--- config.mk ---
export PLATFORM = sky130hd
export DESIGN_NAME = mm_token_feeder
export DESIGN_NICKNAME = d
export VERILOG_FILES = /design/src/rtl/mm_token_feeder.sv
export SDC_FILE = /design/constraint.sdc
export NUM_CORES = 1
export LEC_CHECK = 0
export CAP_MARGIN = 10
export CELL_PAD_IN_SITES_DETAIL_PLACEMENT = 0
export CELL_PAD_IN_SITES_GLOBAL_PLACEMENT = 2
export CORE_MARGIN = 5
export CORE_UTILIZATION = 35
export CTS_CLUSTER_SIZE = 28
export DETAILED_ROUTE_END_ITERATION = 10
export PLACE_DENSITY = 0.79
export SLEW_MARGIN = 25
export SYNTH_ARGS = -nofsm -noshare
export SYNTH_HDL_FRONTEND = slang
export SYNTH_SLANG_ARGS = --single-unit
export TNS_END_PERCENT = 10
--- constraint.sdc ---
create_clock -name clk -period 4.61 [get_ports clk]
set_input_delay 1.1525 -clock clk [delete_from_list [all_inputs] [get_ports clk]]
set_output_delay 1.1525 -clock clk [all_outputs]
set_load 0.02 [all_outputs]
--- src/rtl/mm_token_feeder.sv ---
// Upstream stage of the matching memory: buffers operand tokens, probes MM, fires packets.
// Optional `define MM_TOKEN_FEEDER_STAT_EN adds saturating hit/store/stall counters.
module mm_token_feeder #(
   parameter int DEPTH  = 4,
   parameter int MM_LAT = 1
) (
   input  logic        clk,
   input  logic        rst,
   input  logic        in_valid,
   output logic        in_ready,
   input  logic [27:0] in_key,
   input  logic [31:0] in_data,
   input  logic        in_uni,
   output logic [27:0] mm_key,
   output logic [31:0] mm_data0,
   output logic        mm_uni_opr_flg,
   input  logic        mm_mtch_rslt,
   input  logic [31:0] mm_mtch_data,
   input  logic        mm_full,
   output logic        out_valid,
   input  logic        out_ready,
   output logic [27:0] out_key,
   output logic [31:0] out_data0,
   output logic [31:0] out_data1,
   output logic        out_uni,
   output logic        busy
`ifdef MM_TOKEN_FEEDER_STAT_EN
   ,
   output logic [15:0] stat_hit,
   output logic [15:0] stat_store,
   output logic [15:0] stat_stall
`endif
);

   localparam int AW = (DEPTH > 1) ? $clog2(DEPTH) : 1;
   localparam int CW = AW + 1;
   localparam int TW = 61;
   localparam logic [1:0]    LAT_LAST = 2'(MM_LAT - 1);
   localparam logic [CW-1:0] DEPTH_C  = CW'(DEPTH);

   typedef enum logic [1:0] {
      ST_IDLE     = 2'd0,
      ST_PROBE    = 2'd1,
      ST_EMIT     = 2'd2,
      ST_FULLWAIT = 2'd3
   } state_t;

   state_t        state_q, state_d;
   logic [1:0]    lat_cnt_q, lat_cnt_d;
   logic [TW-1:0] fifo_mem_q [DEPTH];
   logic [AW-1:0] wr_ptr_q, wr_ptr_d;
   logic [AW-1:0] rd_ptr_q, rd_ptr_d;
   logic [CW-1:0] count_q, count_d;
   logic          in_ready_q, in_ready_d;
   logic          busy_q, busy_d;
   logic [27:0]   mm_key_q, mm_key_d;
   logic [31:0]   mm_data0_q, mm_data0_d;
   logic          mm_uni_q, mm_uni_d;
   logic          out_valid_q, out_valid_d;
   logic [27:0]   out_key_q, out_key_d;
   logic [31:0]   out_data0_q, out_data0_d;
   logic [31:0]   out_data1_q, out_data1_d;
   logic          out_uni_q, out_uni_d;
   logic          push_s, pop_s, hit_s, store_s;
   logic [TW-1:0] head_s;

   assign head_s = fifo_mem_q[rd_ptr_q];
   assign push_s = in_valid & in_ready_q;

   // FIFO storage; entries are only read while count says they are valid, so no reset
   always_ff @(posedge clk) begin
      if (push_s) begin
         fifo_mem_q[wr_ptr_q] <= {in_uni, in_key, in_data};
      end
   end

   // FIFO pointer and occupancy next-state
   always_comb begin
      wr_ptr_d = push_s ? (wr_ptr_q + AW'(1)) : wr_ptr_q;
      rd_ptr_d = pop_s  ? (rd_ptr_q + AW'(1)) : rd_ptr_q;
      case ({push_s, pop_s})
         2'b10:   count_d = count_q + CW'(1);
         2'b01:   count_d = count_q - CW'(1);
         default: count_d = count_q;
      endcase
      in_ready_d = (count_d < DEPTH_C);
   end

   // Token FSM; mm_key/mm_data0 double as the token register for binary tokens
   always_comb begin
      state_d     = state_q;
      lat_cnt_d   = lat_cnt_q;
      mm_key_d    = mm_key_q;
      mm_data0_d  = mm_data0_q;
      mm_uni_d    = mm_uni_q;
      out_valid_d = out_valid_q;
      out_key_d   = out_key_q;
      out_data0_d = out_data0_q;
      out_data1_d = out_data1_q;
      out_uni_d   = out_uni_q;
      pop_s       = 1'b0;
      hit_s       = 1'b0;
      store_s     = 1'b0;
      case (state_q)
         ST_IDLE: begin
            if (count_q != '0) begin
               pop_s = 1'b1;
               if (head_s[60]) begin
                  state_d     = ST_EMIT;
                  out_valid_d = 1'b1;
                  out_key_d   = head_s[59:32];
                  out_data0_d = head_s[31:0];
                  out_data1_d = 32'd0;
                  out_uni_d   = 1'b1;
               end else begin
                  state_d    = ST_PROBE;
                  lat_cnt_d  = 2'd0;
                  mm_key_d   = head_s[59:32];
                  mm_data0_d = head_s[31:0];
                  mm_uni_d   = head_s[60];
               end
            end else begin
               state_d = ST_IDLE;
            end
         end
         ST_PROBE: begin
            lat_cnt_d = lat_cnt_q + 2'd1;
            if (lat_cnt_q == LAT_LAST) begin
               mm_uni_d = 1'b0;
               if (mm_mtch_rslt) begin
                  hit_s       = 1'b1;
                  state_d     = ST_EMIT;
                  out_valid_d = 1'b1;
                  out_key_d   = mm_key_q;
                  out_data0_d = mm_data0_q;
                  out_data1_d = mm_mtch_data;
                  out_uni_d   = 1'b0;
               end else if (!mm_full) begin
                  store_s = 1'b1;
                  state_d = ST_IDLE;
               end else begin
                  state_d = ST_FULLWAIT;
               end
            end else begin
               state_d = ST_PROBE;
            end
         end
         ST_FULLWAIT: begin
            // A partner may have arrived while MM was full, so the token is probed again
            if (!mm_full) begin
               state_d   = ST_PROBE;
               lat_cnt_d = 2'd0;
            end else begin
               state_d = ST_FULLWAIT;
            end
         end
         ST_EMIT: begin
            if (out_ready) begin
               state_d     = ST_IDLE;
               out_valid_d = 1'b0;
            end else begin
               state_d = ST_EMIT;
            end
         end
         default: begin
            state_d     = ST_IDLE;
            out_valid_d = 1'b0;
            mm_uni_d    = 1'b0;
         end
      endcase
      busy_d = (state_d != ST_IDLE) || (count_d != '0);
   end

   // State and output registers with synchronous active-low reset
   always_ff @(posedge clk) begin
      if (!rst) begin
         state_q     <= ST_IDLE;
         lat_cnt_q   <= 2'd0;
         wr_ptr_q    <= '0;
         rd_ptr_q    <= '0;
         count_q     <= '0;
         in_ready_q  <= 1'b0;
         busy_q      <= 1'b0;
         mm_key_q    <= 28'd0;
         mm_data0_q  <= 32'd0;
         mm_uni_q    <= 1'b0;
         out_valid_q <= 1'b0;
         out_key_q   <= 28'd0;
         out_data0_q <= 32'd0;
         out_data1_q <= 32'd0;
         out_uni_q   <= 1'b0;
      end else begin
         state_q     <= state_d;
         lat_cnt_q   <= lat_cnt_d;
         wr_ptr_q    <= wr_ptr_d;
         rd_ptr_q    <= rd_ptr_d;
         count_q     <= count_d;
         in_ready_q  <= in_ready_d;
         busy_q      <= busy_d;
         mm_key_q    <= mm_key_d;
         mm_data0_q  <= mm_data0_d;
         mm_uni_q    <= mm_uni_d;
         out_valid_q <= out_valid_d;
         out_key_q   <= out_key_d;
         out_data0_q <= out_data0_d;
         out_data1_q <= out_data1_d;
         out_uni_q   <= out_uni_d;
      end
   end

   assign in_ready       = in_ready_q;
   assign busy           = busy_q;
   assign mm_key         = mm_key_q;
   assign mm_data0       = mm_data0_q;
   assign mm_uni_opr_flg = mm_uni_q;
   assign out_valid      = out_valid_q;
   assign out_key        = out_key_q;
   assign out_data0      = out_data0_q;
   assign out_data1      = out_data1_q;
   assign out_uni        = out_uni_q;

`ifdef MM_TOKEN_FEEDER_STAT_EN
   logic [15:0] stat_hit_q, stat_store_q, stat_stall_q;

   function automatic logic [15:0] sat_inc(input logic [15:0] v);
      return (v == 16'hFFFF) ? v : (v + 16'd1);
   endfunction

   // Saturating event counters
   always_ff @(posedge clk) begin
      if (!rst) begin
         stat_hit_q   <= 16'd0;
         stat_store_q <= 16'd0;
         stat_stall_q <= 16'd0;
      end else begin
         stat_hit_q   <= hit_s   ? sat_inc(stat_hit_q)   : stat_hit_q;
         stat_store_q <= store_s ? sat_inc(stat_store_q) : stat_store_q;
         stat_stall_q <= (state_q == ST_FULLWAIT) ? sat_inc(stat_stall_q) : stat_stall_q;
      end
   end

   assign stat_hit   = stat_hit_q;
   assign stat_store = stat_store_q;
   assign stat_stall = stat_stall_q;
`endif

endmodule

==> metrics.md, run 1 <==
| Metric | Value |
|---|---|
| Synth Area in Compound Gates | `under 10%` |
| DR pass1 iterations | `4` |
| Area taken by multi-input logic gates | `roughly 4000 µm²` |
| Critical path class | `in -> reg` |
| CTS tree | `yes` |
| Postcts setup bufs | `0` |
| Number of flops mapped to enable cells by yosys | `244` |
| Max-cap violation count | `0` |
| Number of global-route vias before repair | `just under 10000` |
| Worst reg2reg path depth | `5` |
| Post-DR wirelength/cell | `20.2 µm` |
| Unrepaired setup endpoints after global routing | `no` |
| Leak Pwr | `~6.6 nW` |
| DP Worst Slack | `1.01 ns` |
| H-tree depth | `2` |
| Final worst slack | `1.61 ns` |
| Register area | `between 10000 and 15000 µm²` |
| Antenna-violating nets left | `0` |
| Proportion of synthesized area in mux cells | `9.05%` |
| YS warnings | `0` |
| Die area | `47600 µm²` |
| Hold Path Class | `reg -> reg` |
| Min-delay src | `lat_cnt_q[0]` |
| R2R Path End | `out_key[12]` |
| Synthesized instance count | `around 1100` |
| Setup_tns | `0 ns` |
| Fmax | `around 330 MHz` |
| P&R area growth vs syn | `30.8%` |
| Outcome | `finished clean` |
| Synth cell types | `47` |
| Total power | `roughly 12 mW` |
| Initial antenna violation count | `6` |
| Sequential area share after synthesis | `between 70% and 80%` |
| Fin nets | `between 1000 and 1500` |
| WHS Path Cells | `1` |
| FF+latch count, synth | `just over 400` |
| Total GRT Usage | `16.3%` |
| Top-count cell post-synth | `nand2_1` |
| Setup Skew | `0.0174 ns` |
| Post-synthesis adder-cell area fraction | `0.627%` |
| Buffers added on ports | `254` |
| Reg clk slew, reported paths | `roughly 0.060 ns` |
| Tcrit/Tclk final | `about 65%` |
| Main combinational cell family by area after synthesis | `compound AO/OA/AOI/OAI gates` |
| Synthesized area | `approximately 15000 µm²` |
| Largest area contributor in the netlist | `edfxtp_1` |
| Hpwl dp | `between 20000 and 25000 µm` |
| Drc violations | `0` |
| Clock Latency Late Sink | `0.58 ns` |
| Row count | `between 70 and 80` |
| Top FF cell, synth | `edfxtp_1` |
| Top cell types by occurrence after synthesis | `nand2_1, edfxtp_1, dfxtp_1` |
| Total gr overflow | `0` |
| Clock Root Buffer | `clkbuf_16` |
| CP endpoint kind | `register` |
| Fraction of layout cells with a size suffix above 1 | `about 12%` |
| Period minus WS final | `~3 ns` |
| Routed vias/inst | `a little under 5` |
| Max FO, Critical Path | `70` |
| Fill cells | `3838` |
| Syn_nets | `~1200` |
| GPL Wtd Cong | `0.734` |
| Top cell type's share of synthesized area | `roughly half` |
| CORE AREA | `between 40000 and 50000 µm²` |
| CTS max path bufs | `3` |
| Clock Sinks | `between 400 and 500` |
| Ranking of synthesized cells by area | `edfxtp_1, dfxtp_1, mux4_2` |
| Die X | `~220 µm` |
| Simple-Gate Fraction of Synth Area | `~7.4%` |
| Chip Height | `between 200 and 250 µm` |
| Crit path DAT | `approximately 3.5 ns` |
| Starting density of the core | `35.3%` |
| CTS buffer count | `46` |
| Slew Viols, Final | `0` |
| Setup violators final | `0` |
| P per Cell Area | `slightly above 600 nW/µm²` |
| Worst Tran Pin Value | `between 1 and 1.5 ns` |
| I/O pin cnt | `256` |
| Worst path required time | `approximately 5.1 ns` |
| Dpl cells | `about 1900` |
| Post-synthesis async set-or-reset flop share | `0%` |
| Post-Synth XOR/XNOR Area | `0.346%` |
| Largest net degree at the start of global routing | `~70` |
| Mean Syn Cell Area | `between 10 and 15 µm²` |
| R2R Setup Slk | `1.70 ns` |
| Normalized max-slew margin | `31.6%` |
| Global-route wire length before repair | `between 50000 and 60000 µm` |
| CP Launch Type | `input port` |
| Post-Route WL | `about 40000 µm` |
| Post-CTS Resized | `0` |
| VDD IR max | `~0.31 mV` |
| Via Count | `between 9000 and 10000` |
| Final Non-Filler Cells | `between 1500 and 2000` |
| DR iter-0 viols | `approximately 530` |
| Hold endpoint | `lat_cnt_q[0]` |
| Hold buffer count at cts | `0` |
| Final hold vios | `0` |
[per-stage QoR]
stage	hold slack, ns	util, %	instance area, µm²
after global placement	0.441	42.4	18200
after detailed placement	0.443	42.4	18200
after CTS	0.457	46.0	19800
final	0.452	46.2	19800
after floorplan	0.422	-	15200
after global routing	0.486	46.2	19800
[power by group]
group          switching, mW  internal (mW)  total (mW)
combinational           2.16           1.50        3.66
sequential             0.367           4.49        4.85
clock                   1.49           2.24        3.72
total                   4.01           8.22        12.2
[layout make-up]
type                       count  area share [%]
inverter                      10           0.195
antenna                        1          0.0126
timing repair buffer         267            13.5
clock buffer                  60            6.22
tap                          585            3.69
clock inverter                26            1.56
multi-input combinational    590            20.8
sequential                   413            54.0
[layout by cell type (no fill, tap or decap), drive strengths merged, types with 3 or more instances in the layout]
| cell | instances |
|---|---|
| inv | 12 |
| clkbuf | 60 |
| a31oi | 61 |
| clkdlybuf4s50 | 253 |
| nand2 | 248 |
| clkinv | 17 |
| o21a | 3 |
| bufinv | 6 |
| edfxtp | 244 |
| nor3 | 4 |
| ha | 6 |
| mux4 | 61 |
| o21ai | 61 |
| a21oi | 66 |
| a22o | 32 |
| buf | 14 |
| and2 | 3 |
| nor2 | 11 |
| xnor2 | 4 |
| and3 | 4 |
| dfxtp | 169 |
[worst max path at each step]
stage	from	endpoint	cells past startpoint
after CTS	register	out_data0[17]	5
after global placement	mm_mtch_rslt	out_data1[4]	5
final	mm_mtch_rslt	out_key[12]	6
after floorplan	in_valid	fifo_mem_q[0][0]	1
after global routing	register	out_key[8]	5
after detailed placement	mm_mtch_rslt	out_key[8]	6
[layer usage]
metal  track usage (%)  vias to the layer above  part of all wire (%)
met5                 0                        -                 0.091
met4              4.56                        6                   1.9
met2              27.7                      256                    49
met3              4.50                       61                   6.7
met1              20.4                     4606                    42
li1                  -                     4525                     -
[critical path: stages]
cell	delay, ns
clkdlybuf4s50_1	0.52
and4b_1	0.27
a41o_4	0.45
buf_4	0.70
o21ai_0	0.16
a31oi_1	0.19
[logic make-up (layout without fill, tap and decap cells)]
kind of cell,after synthesis,after routing
AO/OA/AOI/OAI,233,233
multiplexers,61,61
other,1,2
flip-flops,413,413
buffers and inverters,86,363
AND/OR/NAND/NOR,282,282
adder cells (fa/ha/maj),7,7
XOR/XNOR,6,6
[flip-flops by register name, indices dropped and copies added, names as in the netlist, named ones only]
name	count
fifo_mem_q	244
mm_data0	32
out_data0	32
out_data1	32
mm_key	28
out_key	28
count_q	3
lat_cnt_q	2
rd_ptr_q	2
state_q	2
wr_ptr_q	2
busy	1
in_ready	1
out_uni	1
out_valid	1
(Power assumes the default switching activity.)
==> run 2: changes to the inputs <==
clock period = 3.08 ns   (was 4.61 ns; I/O delays follow)
==> run 2 against run 1 <==
Compared with the run above: sequential cell count unchanged; hold slack worse by 0.0041 ns; utilization up 0.087 points; wire length down 1.0%; clock power up 42%; cell count up 0.67%; first-iteration DRC count up 8.9%; non-clock buffer count up 13; setup slack worse by 1.1 ns; clock skew down 0.0049 ns; final area up 0.19%; register-to-register slack worse by 1.0 ns.
==> metrics.md, run 2 (same netlist as run 1, synthesis figures left out) <==
| Metric | Value |
|---|---|
| Outcome | `finished clean` |
| P&R area growth vs syn | `31.0%` |
| Post-Route WL | `39100 µm (-1.0%)` |
| CTS buffer count | `46 (unchanged)` |
| Hold slack | `0.448 ns (-0.00410 ns)` |
| CORE AREA | `43000 µm² (unchanged)` |
| Number of global-route vias before repair | `9894 (+1.0%)` |
| Unrepaired setup endpoints after global routing | `no` |
| Starting density of the core | `35.3% (unchanged)` |
| Buf+Inv Stages, Crit Path | `1 (-1)` |
| Reg clk slew, reported paths | `0.06 ns (about the same)` |
| Clock Root Buffer | `clkbuf_16` |
| Largest register by flop count | `fifo_mem_q` |
| Die area | `47600 µm² (unchanged)` |
| Crit path DAT | `1.79 ns (-1.70 ns)` |
| Fraction of layout cells with a size suffix above 1 | `12.7% (+0.69 points)` |
| Total gr overflow | `0 (unchanged)` |
| Buffers added on ports | `254 (unchanged)` |
| Hold buffer count at cts | `0 (unchanged)` |
| CP endpoint kind | `output port` |
| Antenna-violating nets left | `0 (unchanged)` |
| Normalized max-slew margin | `40.4% (+8.8 points)` |
| Global-route wire length before repair | `59900 µm (+0.13%)` |
| Setup_tns | `0 ns (unchanged)` |
| VDD IR max | `0.409 mV (+30%)` |
| DR iter-0 viols | `576 (+8.9%)` |
| Period minus WS final | `approximately 2.6 ns` |
| Worst path slowest cell | `clkdlybuf4s50_1` |
| Setup violators final | `0 (unchanged)` |
| Critical path's top delay family | `buffers and inverters` |
| Critical path class | `reg -> out` |
| Slew Viols, Final | `0 (unchanged)` |
| Tcrit/Tclk final | `a little over four fifths` |
| I/O pin cnt | `256 (unchanged)` |
| Die X | `218 µm (unchanged)` |
| Worst path required time | `2.31 ns (-2.79 ns)` |
| Postcts setup bufs | `0 (unchanged)` |
| Max-cap violation count | `0 (unchanged)` |
| Post-DR wirelength/cell | `19.9 µm (-1.7%)` |
| Drc violations | `0 (unchanged)` |
| Total GRT Usage | `16.3% (+0.025 points)` |
| CTS max path bufs | `3 (unchanged)` |
| CP Launch Type | `register` |
| Sequence of cells on the critical path | `clkdlybuf4s50_1` |
| Final hold vios | `0 (unchanged)` |
| Routed vias/inst | `4.88 (+0.78%)` |
| Most frequent cells in the layout | `clkdlybuf4s50_1, nand2_1, edfxtp_1` |
| H-tree depth | `2 (unchanged)` |
| Hpwl dp | `24700 µm (+5.4%)` |
| Fmax | `between 300 and 400 MHz` |
| R2R Setup Slk | `0.70 ns (-1.00 ns)` |
| Row count | `76 (unchanged)` |
| Initial antenna violation count | `10 (+4)` |
| Crit-path max cell delay | `0.76 ns (+0.06 ns)` |
| P per Cell Area | `910 nW/µm² (+48%)` |
| Leak Pwr | `6.62 nW (+0.49%)` |
| Largest net degree at the start of global routing | `62 (-13%)` |
| CTS tree | `yes` |
| Via Count | `9591 (+1.4%)` |
| Clock Sinks | `413 (unchanged)` |
| GPL Wtd Cong | `0.720 (-1.9%)` |
| Setup Skew | `0.0125 ns (-0.00490 ns)` |
| Post-CTS Resized | `0 (unchanged)` |
| Worst Tran Pin Value | `0.893 ns (-0.133 ns)` |
| DR pass1 iterations | `6 (+2)` |
| Chip Height | `218 µm (unchanged)` |
| Clock Latency Late Sink | `0.56 ns (-0.02 ns)` |
| Fin nets | `1447 (+0.91%)` |
| Max reg flops | `244 (unchanged)` |
| Hold Path Class | `reg -> reg` |
| Final worst slack | `0.516 ns (-1.10 ns)` |
| DP Worst Slack | `0.221 ns (-0.784 ns)` |
| Max FO, Critical Path | `7 (-90%)` |
| Commonest non-fill, non-tap cell in the layout | `clkdlybuf4s50_1` |
-- run 2: path summary, 6_finish.rpt --
| path | startpoint | to | cells past startpoint |
|---|---|---|---|
| max | in_ready | in_ready | 1 |
| min | lat_cnt_q[0] | lat_cnt_q[0] | 1 |
| max reg2reg | state_q[0] | busy | 8 |
| min reg2reg | lat_cnt_q[0] | lat_cnt_q[0] | 1 |
-- run 2: per-layer routing --
layer	wire length [µm]	vias to the layer above	GRT usage, %
met3	3020	67	5.21
met1	16500	4672	20.7
met2	18600	286	26.9
met4	819	12	4.71
li1	-	4554	-
met5	83	-	0
-- run 2: layout make-up --
cell class	instances	area, µm²
repair buffers	280	2810
flip-flops and latches	413	10700
well taps	585	732
clock inverters	21	164
multi-input cells	590	4120
clock buffers	64	1300
fillers	3844	23100
inverters	10	38.8
diodes	2	5.00
-- run 2: metrics by stage --
step                      area (µm²)  total power, mW  utilization [%]  cells
after detailed placement       18400             13.0             42.8   1878
after floorplan                15200             10.7                -   1089
final                          19900             18.1             46.3   1965
after CTS                      19900             18.4             46.2   1963
after global routing           19900             19.2             46.3   1964
after global placement         18400             13.0             42.8   1878
-- run 2: report_power, final --
part           switching, mW  internal [mW]  leakage [nW]
registers              0.512           6.71          3.59
logic                   3.26           2.33          2.30
clock network           2.17           3.12         0.725
==> run 3: changes to the inputs <==
CORE_UTILIZATION = 33   (was 35)
clock period = 2.3 ns   (was 3.08 ns; I/O delays follow)
==> run 3 against run 2 <==
Compared with the run above: sequential cell count unchanged; critical endpoint is now out_uni; utilization down 1.8 points; combinational power rose by 43%; critical path depth unchanged; clock-buffer cell count is 6 higher; global-route usage decreased by 0.79 points.
==> metrics.md, run 3 (same netlist as run 1, synthesis figures left out) <==
| Metric | Value |
|---|---|
| Outcome | `finished clean` |
| Post-DR wirelength/cell | `19.8 µm (-0.27%)` |
| Normalized max-slew margin | `59.4% (+19 points)` |
| Critical path's top delay family | `buffers and inverters` |
| Critical path class | `reg -> out` |
| Crit-path max cell delay | `0.69 ns (-0.07 ns)` |
| Setup Skew | `0.0249 ns (+0.0124 ns)` |
| Leak Pwr | `6.76 nW (+2.2%)` |
| Final Non-Filler Cells | `1989 (+1.2%)` |
| Row count | `78 (+2.6%)` |
| Worst Tran Pin Value | `0.609 ns (-0.285 ns)` |
| Reg-to-reg startpoint | `count_q[1]` |
| Crit path from | `out_uni` |
| Worst path slowest cell | `clkdlybuf4s50_1` |
| Slew Viols, Final | `0 (unchanged)` |
| Max FO, Critical Path | `2 (-5)` |
| Most frequent cells in the layout | `clkdlybuf4s50_1, nand2_1, edfxtp_1` |
| Starting density of the core | `33.4% (-1.9 points)` |
| Total power | `24.9 mW (+37%)` |
| Buf+Inv Stages, Crit Path | `1 (unchanged)` |
| Chip Height | `224 µm (+2.8%)` |
| Die X | `224 µm (+2.8%)` |
| DR pass1 iterations | `4 (-2)` |
| Reg clk slew, reported paths | `0.06 ns (about the same)` |
| CP Launch Type | `register` |
| CTS max path bufs | `3 (unchanged)` |
| Clock Sinks | `413 (unchanged)` |
| CORE AREA | `45500 µm² (+5.8%)` |
| Largest register by flop count | `fifo_mem_q` |
| Antenna-violating nets left | `0 (unchanged)` |
| Die area | `50400 µm² (+5.8%)` |
| CP endpoint kind | `output port` |
| Sequence of cells on the critical path | `clkdlybuf4s50_1` |
| Fmax | `454 MHz` |
| Max-cap violation count | `0 (unchanged)` |
| Crit path DAT | `1.63 ns (-0.16 ns)` |
| Total gr overflow | `0 (unchanged)` |
| Hold Path Class | `in -> reg` |
| Fin nets | `1456 (+0.62%)` |
| Hold buffer count at cts | `0 (unchanged)` |
| P&R area growth vs syn | `33.3%` |
| Postcts setup bufs | `0 (unchanged)` |
| Tcrit/Tclk final | `a little over nine tenths` |
| CTS tree | `yes` |
| Commonest non-fill, non-tap cell in the layout | `clkdlybuf4s50_1` |
| WHS Path Cells | `2 (+1)` |
| Largest net degree at the start of global routing | `61 (-1.6%)` |
| Critical path endpoint | `out_uni` |
| Buffers added on ports | `254 (unchanged)` |
| Worst path required time | `1.73 ns (-0.58 ns)` |
| Setup violators final | `0 (unchanged)` |
| P per Cell Area | `1230 nW/µm² (+35%)` |
| R2R Setup Slk | `0.16 ns (-0.54 ns)` |
| Period minus WS final | `2.20 ns` |
| R2R Path End | `busy` |
| VDD IR max | `0.677 mV (+66%)` |
| Clock Root Buffer | `clkbuf_16` |
| I/O pin cnt | `256 (unchanged)` |
| Fill cells | `4146 (+7.9%)` |
| Final hold vios | `0 (unchanged)` |
| Clock Latency Late Sink | `0.57 ns (about the same)` |
| Max reg flops | `244 (unchanged)` |
| Routed vias/inst | `4.85 (-0.68%)` |
| CTS buffer count | `46 (unchanged)` |
| Worst reg2reg path depth | `9 (+1)` |
| Hpwl dp | `25100 µm (+1.6%)` |
| Post-Route WL | `39400 µm (+0.95%)` |
| Drc violations | `0 (unchanged)` |
| Initial antenna violation count | `6 (-4)` |
| Fraction of layout cells with a size suffix above 1 | `13.1% (+0.41 points)` |
| DR iter-0 viols | `505 (-12%)` |
| GPL Wtd Cong | `0.781 (+8.4%)` |
| CP Depth | `1 (unchanged)` |
| Total GRT Usage | `15.5% (-0.79 points)` |
| H-tree depth | `2 (unchanged)` |
| Number of global-route vias before repair | `9919 (+0.25%)` |
| Post-route core utilization | `44.5% (-1.8 points)` |
| Dpl cells | `1902 (+1.3%)` |
| Via Count | `9642 (+0.53%)` |
| Global-route wire length before repair | `60500 µm (+1.0%)` |
## run 3: changes by cell type in the layout (fill, tap and decap cells not counted), sizes merged, moves of 2 or more
| cell | change |
|---|---|
| buf | +9 |
| clkbuf | +6 |
| clkinv | -6 |
| clkdlybuf4s50 | -2 |
## run 3: per-stage QoR
step                      setup TNS (ns)  area [µm²]  worst slack, ns  hold slack (ns)
after floorplan                   -45.84       15200           -0.188            0.422
after global placement            -0.749       18700           -0.341            0.441
after detailed placement          -0.704       18700           -0.331            0.453
after CTS                              0       20200          0.00402            0.373
after global routing             -0.0167       20200          -0.0167            0.394
final                                  0       20200           0.0955            0.407
## run 3: layout make-up
| cell class | instances | area [µm²] | share of cell area (%) |
|---|---|---|---|
| Clock inverter | 16 | 174 | 0.860 |
| Tap cell | 600 | 751 | 3.71 |
| Timing Repair Buffer | 289 | 3050 | 15.1 |
| Clock buffer | 70 | 1370 | 6.76 |
| Multi-Input combinational cell | 590 | 4130 | 20.4 |
| Sequential cell | 413 | 10700 | 53.0 |
| Antenna cell | 1 | 2.50 | 0.0124 |
| Inverter | 10 | 38.8 | 0.192 |
## run 3: worst min path at each step
| stage | from | endpoint | slack, ns |
|---|---|---|---|
| 2_1_floorplan | lat_cnt_q[0] | lat_cnt_q[0] | 0.42 |
| 3_3_place_gp | lat_cnt_q[0] | lat_cnt_q[0] | 0.44 |
| 3_5_place_dp | out_data1[28] | out_data1[28] | 0.45 |
| 4_1_cts | rst | state_q[1] | 0.37 |
| 5_1_grt | rst | out_uni | 0.39 |
| 6_report | rst | state_q[1] | 0.41 |
## run 3: layer usage
layer  routed length (µm)  up-vias  global-route usage (%)
met1                17000     4700                    20.1
met4                  981        6                    4.32
met5                   41        -                       0
met3                 2840       74                    4.79
li1                     -     4583                       -
met2                18600      279                    25.3
## run 3: timing repair
action / 4_1_cts / 5_1_grt
setup endpoints to repair: 1 / 2
resized for setup: 1 / 3
gates cloned: 0 / 0
## run 3: power breakdown
part / switching, mW / internal, mW / total (mW) / leakage [nW]
clock: 2.87 / 4.46 / 7.32 / 0.751
combinational: 4.59 / 3.40 / 7.99 / 2.42
sequential: 0.575 / 8.99 / 9.56 / 3.59
total: 8.03 / 16.8 / 24.9 / 6.76
